## src/rtl/calc_entry_fsm_if.sv

```systemverilog
// Keypad-side and arithmetic-unit-side signals of the operand-entry controller.
// The master modport is the environment; the slave modport is calc_entry_fsm.
interface calc_entry_fsm_if #(
  parameter int unsigned NDIGITS = 4
);
  localparam int unsigned W = 4 * NDIGITS;

  logic         key_valid;
  logic [3:0]   key;
  logic         keytype;
  logic         result_valid;
  logic [W-1:0] result_bcd;
  logic [W-1:0] operand_a;
  logic [W-1:0] operand_b;
  logic [1:0]   op;
  logic         calc_start;
  logic [W-1:0] display_bcd;
  logic [1:0]   state_dbg;

  modport master (
    output key_valid, key, keytype, result_valid, result_bcd,
    input  operand_a, operand_b, op, calc_start, display_bcd, state_dbg
  );

  modport slave (
    input  key_valid, key, keytype, result_valid, result_bcd,
    output operand_a, operand_b, op, calc_start, display_bcd, state_dbg
  );
endinterface

```

## src/rtl/calc_entry_fsm.sv

```systemverilog
// Operand-entry controller: builds BCD operand A, operator and operand B from
// keypad strobes, starts the arithmetic unit and latches its result for display.
module calc_entry_fsm #(
  parameter int unsigned NDIGITS = 4
) (
  input  logic           clock,
  input  logic           reset,
  calc_entry_fsm_if.slave bus
);
  localparam int unsigned W  = 4 * NDIGITS;
  localparam int unsigned CW = $clog2(NDIGITS + 1);

  typedef enum logic [1:0] {
    ENTER_A  = 2'b00,
    ENTER_B  = 2'b01,
    WAIT_RES = 2'b10,
    SHOW     = 2'b11
  } state_t;

  state_t          state_q, state_d;
  logic [W-1:0]    a_q, a_d;
  logic [W-1:0]    b_q, b_d;
  logic [W-1:0]    res_q, res_d;
  logic [1:0]      op_q, op_d;
  logic [CW-1:0]   cnt_a_q, cnt_a_d;
  logic [CW-1:0]   cnt_b_q, cnt_b_d;
  logic            start_q, start_d;

  logic            is_digit, is_sym, is_op, is_eq, is_clr;
  logic [W-1:0]    digit_ext;
  logic [1:0]      key_op;

  // Keys whose keytype disagrees with the code range are treated as no key.
  always_comb begin
    is_digit  = bus.key_valid &&  bus.keytype && (bus.key <= 4'd9);
    is_sym    = bus.key_valid && !bus.keytype && (bus.key >= 4'hA);
    is_op     = is_sym && (bus.key <= 4'hD);
    is_eq     = is_sym && (bus.key == 4'hE);
    is_clr    = is_sym && (bus.key == 4'hF);
    digit_ext = W'(bus.key);
    key_op    = 2'(bus.key - 4'hA);
  end

  always_ff @(posedge clock) begin
    if (reset) begin
      state_q <= ENTER_A;
      a_q     <= '0;
      b_q     <= '0;
      res_q   <= '0;
      op_q    <= '0;
      cnt_a_q <= '0;
      cnt_b_q <= '0;
      start_q <= 1'b0;
    end else begin
      state_q <= state_d;
      a_q     <= a_d;
      b_q     <= b_d;
      res_q   <= res_d;
      op_q    <= op_d;
      cnt_a_q <= cnt_a_d;
      cnt_b_q <= cnt_b_d;
      start_q <= start_d;
    end
  end

  always_comb begin
    state_d = state_q;
    a_d     = a_q;
    b_d     = b_q;
    res_d   = res_q;
    op_d    = op_q;
    cnt_a_d = cnt_a_q;
    cnt_b_d = cnt_b_q;
    start_d = 1'b0;

    // Clear wins over everything, including a result arriving the same cycle.
    if (is_clr) begin
      state_d = ENTER_A;
      a_d     = '0;
      b_d     = '0;
      res_d   = '0;
      op_d    = '0;
      cnt_a_d = '0;
      cnt_b_d = '0;
    end else begin
      unique case (state_q)
        ENTER_A: begin
          if (is_digit) begin
            if (cnt_a_q != CW'(NDIGITS)) begin
              a_d     = (a_q << 4) | digit_ext;
              cnt_a_d = cnt_a_q + CW'(1);
            end
          end else if (is_op) begin
            op_d    = key_op;
            state_d = ENTER_B;
          end
        end
        ENTER_B: begin
          if (is_digit) begin
            if (cnt_b_q != CW'(NDIGITS)) begin
              b_d     = (b_q << 4) | digit_ext;
              cnt_b_d = cnt_b_q + CW'(1);
            end
          end else if (is_op) begin
            if (cnt_b_q == '0) op_d = key_op;
          end else if (is_eq) begin
            if (cnt_b_q != '0) begin
              start_d = 1'b1;
              state_d = WAIT_RES;
            end
          end
        end
        WAIT_RES: begin
          if (bus.result_valid) begin
            res_d   = bus.result_bcd;
            state_d = SHOW;
          end
        end
        SHOW: begin
          if (is_digit) begin
            a_d     = digit_ext;
            cnt_a_d = CW'(1);
            b_d     = '0;
            cnt_b_d = '0;
            state_d = ENTER_A;
          end else if (is_op) begin
            // Chain the previous result as a full-width operand A.
            a_d     = res_q;
            cnt_a_d = CW'(NDIGITS);
            b_d     = '0;
            cnt_b_d = '0;
            op_d    = key_op;
            state_d = ENTER_B;
          end
        end
        default: state_d = ENTER_A;
      endcase
    end
  end

  always_comb begin
    unique case (state_q)
      ENTER_A:  bus.display_bcd = a_q;
      ENTER_B:  bus.display_bcd = (cnt_b_q == '0) ? a_q : b_q;
      WAIT_RES: bus.display_bcd = b_q;
      SHOW:     bus.display_bcd = res_q;
      default:  bus.display_bcd = a_q;
    endcase
  end

  assign bus.operand_a  = a_q;
  assign bus.operand_b  = b_q;
  assign bus.op         = op_q;
  assign bus.calc_start = start_q;
  assign bus.state_dbg  = state_q;
endmodule

```

## src/flat_wrapper.sv

```systemverilog
// flat-port wrapper written by rule: the top's interface ports become plain ports
module calc_entry_fsm_flat 
#(
  parameter int unsigned NDIGITS = 4
)
  (clock, reset, bus_key_valid, bus_key, bus_keytype, bus_result_valid, bus_result_bcd, bus_operand_a, bus_operand_b, bus_op, bus_calc_start, bus_display_bcd, bus_state_dbg);
  calc_entry_fsm_if #(.NDIGITS(NDIGITS)) bus_i ();
  input  logic clock;
  input  logic reset;
  input wire logic [$bits(bus_i.key_valid)-1:0] bus_key_valid;
  input wire logic [$bits(bus_i.key)-1:0] bus_key;
  input wire logic [$bits(bus_i.keytype)-1:0] bus_keytype;
  input wire logic [$bits(bus_i.result_valid)-1:0] bus_result_valid;
  input wire logic [$bits(bus_i.result_bcd)-1:0] bus_result_bcd;
  output wire logic [$bits(bus_i.operand_a)-1:0] bus_operand_a;
  output wire logic [$bits(bus_i.operand_b)-1:0] bus_operand_b;
  output wire logic [$bits(bus_i.op)-1:0] bus_op;
  output wire logic [$bits(bus_i.calc_start)-1:0] bus_calc_start;
  output wire logic [$bits(bus_i.display_bcd)-1:0] bus_display_bcd;
  output wire logic [$bits(bus_i.state_dbg)-1:0] bus_state_dbg;
  assign bus_i.key_valid = bus_key_valid;
  assign bus_i.key = bus_key;
  assign bus_i.keytype = bus_keytype;
  assign bus_i.result_valid = bus_result_valid;
  assign bus_i.result_bcd = bus_result_bcd;
  assign bus_operand_a = bus_i.operand_a;
  assign bus_operand_b = bus_i.operand_b;
  assign bus_op = bus_i.op;
  assign bus_calc_start = bus_i.calc_start;
  assign bus_display_bcd = bus_i.display_bcd;
  assign bus_state_dbg = bus_i.state_dbg;
  calc_entry_fsm #(.NDIGITS(NDIGITS)) u_core (.clock(clock), .reset(reset), .bus(bus_i));
endmodule
```

## config.mk

```make
export PLATFORM = sky130hd
export DESIGN_NAME = calc_entry_fsm_flat
export DESIGN_NICKNAME = d
export VERILOG_FILES = /design/src/rtl/calc_entry_fsm_if.sv /design/src/rtl/calc_entry_fsm.sv /design/src/flat_wrapper.sv
export SDC_FILE = /design/constraint.sdc
export NUM_CORES = 1
export LEC_CHECK = 0
export CORE_MARGIN = 5
export CORE_UTILIZATION = 25
export CTS_CLUSTER_SIZE = 16
export DETAILED_ROUTE_END_ITERATION = 10
export PLACE_DENSITY = 0.57
export SETUP_SLACK_MARGIN = 0.5
export SYNTH_ARGS = -nofsm -noshare
export SYNTH_HDL_FRONTEND = slang
export SYNTH_SLANG_ARGS = --single-unit
```

## constraint.sdc

```tcl
create_clock -name clock -period 2.7 [get_ports clock]
set_input_delay 0.675 -clock clock [delete_from_list [all_inputs] [get_ports clock]]
set_output_delay 0.675 -clock clock [all_outputs]
set_load 0.01 [all_outputs]
```

==> impl_metrics.toml <==
[sta]
finalSetupViolations = 0
drv_slew = 0
final.setup_skew_ns = 0.003988
rsz0062_at_grt = "yes"
setup_tns_ns = 0
min_period_ns = 2.549
layout_worst_path_cycle_share_pct = 94.40
clock.fmax_ghz = 0.3923
hold_viol = 0
relSlewSlack_pct = 59.62
tightest_slew_ns = 0.6042
worst_slack_ns = 0.1512

[finish]
syn_to_final_growth_pct = 55.64
final_core_util_pct = 39.89
design_area_mm2 = 0.005075
n_antenna_cell = 0
nNetsFinal = 542
drive_gt1_share_pct = 26.32

[power]
powerDensity_mw_per_mm2 = 466.2
p_leak_uw = 0.001885
ir_drop_mv = 0.3178

[synth]
yosysSeqAreaShare_pct = 36.22
synthFlopType = "dfxtp_1"
yosys_warnings = 0
yosysTopAreaCellShare_pct = 36.22
synth_top_cell_by_area = "dfxtp_1"
netlist_top_cells_area = "dfxtp_1, nand2_1, mux2i_1"
yosysMostFrequentCell = "nand2_1"
synth_cells = 410
synth_async_sr_flop_share_pct = 0
syn-num-nets = 444
synthTopCellsByCount = "nand2_1, dfxtp_1, a21oi_1"
ys_ff_latch = 59
yosysUniqueCellTypes = 47
syn_area_mm2 = 0.003261
synth_edf_count = 0
postSynthAreaPerCell_um2 = 7.953

[floorplan]
die_x_um = 124.2
rows = 41
start_util_pct = 25.63
die-area_mm2 = 0.01543
io_pins = 78
core-area_mm2 = 0.01272
die_h_um = 124.2

[grt]
grt_max_degree = 38
overflow = 0
grt.total_usage_pct = 14.63
antenna_found_initial = 0
first_global_vias = 3334
grt_pass1_wl_um = 18460

[detailed_routing]
vias = 3364
wl_per_cell_um = 16.83
drt-total-wl_um = 11530
wl_met3_um = 568
drt_iter0_markers = 183
met2_length_um = 5446
ant_nets = 0
route.detailed.drc = 0
met1Wirelength_um = 5277
vias_per_cell = 4.911
dr.pass1.iters = 4
top_layer_used = "met4"

[clock_tree]
cts.sinks = 59
cts_tree = "done"
h-tree-depth = 3
clock_latency_ns = 0.33
clkSlewWorstSetupHoldPaths_ns = 0.05
cts_root_buf = "clkbuf_16"
clk_path_buf_depth = 2
cts_hold_buf = 0
numCtsBuffers = 9

[worst_setup_path]
r2r-start = "u_core.bus.state_dbg[0]"
critPathKind = "reg2out"
crit_start = "u_core.bus.state_dbg[1]"
cp_max_fo = 6
worst_setup_path_start_kind = "flip-flop"
critPathCaptureType = "output port"
cp.arrival_ns = 1.87
crit_required_ns = 2.03

[placement]
place_congestion = 0.9829
hpwlAfterDp_um = 8186
dpl_worst_slack_ns = -0.02665
place_area_mm2 = 0.004370
portBuffers = 77

[hold_path]
hp-start = "u_core.res_q[3]"
hp-class = "reg2reg"

[run_status]
status = "finished, final reports clean"

[run]
drv_cap = 0
## cells in the final DEF, fill, tap and decap left out, types with 3 or more instances in the layout
| master | netlist | layout |
|---|---|---|
| clkdlybuf4s50_1 | 0 | 56 |
| o2111ai_1 | 3 | 3 |
| dlygate4sd2_1 | 0 | 3 |
| o21ai_2 | 1 | 10 |
| nand3_1 | 5 | 5 |
| nand2_1 | 86 | 75 |
| buf_2 | 8 | 16 |
| buf_6 | 2 | 4 |
| nor2b_1 | 12 | 12 |
| inv_1 | 14 | 11 |
| a31o_2 | 3 | 3 |
| a21oi_1 | 36 | 36 |
| mux2i_1 | 19 | 19 |
| ha_1 | 9 | 6 |
| nand2_4 | 0 | 8 |
| o21ai_1 | 0 | 3 |
| a22oi_1 | 16 | 3 |
| clkbuf_16 | 0 | 10 |
| o21ai_0 | 33 | 20 |
| nor3b_1 | 4 | 4 |
| buf_4 | 0 | 30 |
| a22oi_2 | 1 | 14 |
| buf_12 | 0 | 6 |
| nor2_1 | 4 | 4 |
| nand2_2 | 0 | 3 |
| nor4_1 | 3 | 3 |
| o211ai_1 | 19 | 19 |
| o21a_1 | 16 | 16 |
| dfxtp_1 | 59 | 55 |
## registers in the layout (all words and copies together), names as in the netlist
name,flops
u_core.bus.operand_a,16
u_core.bus.operand_b,16
u_core.res_q,16
u_core.cnt_a_q,3
u_core.cnt_b_q,3
u_core.bus.op,2
u_core.bus.state_dbg,2
u_core.bus.calc_start,1
## area by class of cell
cell class              count  area (µm²)
well taps                 172       215.2
repair buffers            121        1180
multi-input cells         303        2106
clock inverters             6       88.84
fillers                  1330        7647
inverters                  14       55.05
clock buffers              10       239.0
flip-flops and latches     59        1191
## final timing paths
check	end	slack, ns	cells after the start
setup / recovery	bus_display_bcd[11]	0.15	8
hold / removal	u_core.res_q[3]	0.48	2
setup reg to reg	u_core.cnt_a_q[2]	0.68	7
hold reg to reg	u_core.res_q[3]	0.48	2
## timing repair
item / 4_1_cts / 5_1_grt
cloned: 2 / 1
gates resized for setup: 105 / 19
endpoints found under the setup margin: 34 / 60
pin swaps: 8 / 10
setup buffers: 16 / 6
## metal layers
metal / vias to the layer above / global-route usage [%]
met4: 0 / 5.674
met1: 1611 / 19.69
li1: 1648 / -
met5: - / 0
met3: 16 / 2.659
met2: 89 / 23.19
## power breakdown
| group | switching (µW) | total, µW | leakage, µW | internal [µW] |
|---|---|---|---|---|
| sequential | 9.20 | 887 | 0.000478 | 877 |
| combinational | 113 | 225 | 0.00125 | 112 |
| clock | 422 | 1250 | 0.000155 | 832 |
## per-stage QoR
step           hold WS [ns]  total power (µW)  cells
2_1_floorplan        0.4502              1009    410
5_1_grt              0.5101              2447    685
6_report             0.4844              2366    685
3_5_place_dp         0.4664              1099    644
3_3_place_gp         0.4656              1097    644
4_1_cts              0.4763              2375    678
## critical path: stages (launching register included)
cell,delay [ns]
dfxtp_4,0.37
inv_4,0.04
ha_4,0.17
and3b_2,0.21
or2_4,0.31
buf_8,0.17
nand2_4,0.06
o21ai_2,0.05
buf_2,0.15
## logic make-up after synthesis
| group | synth area share (%) |
|---|---|
| xor gates and xnor gates | 0.4990 |
| DFF | 36.22 |
| AOI/OAI and AO/OA | 29.16 |
| and+or+nand+nor | 18.53 |
| muxes | 5.833 |
| buffers and inverters | 6.293 |
| adders and majority gates | 3.454 |
Power figures use the tool's default switching activity.
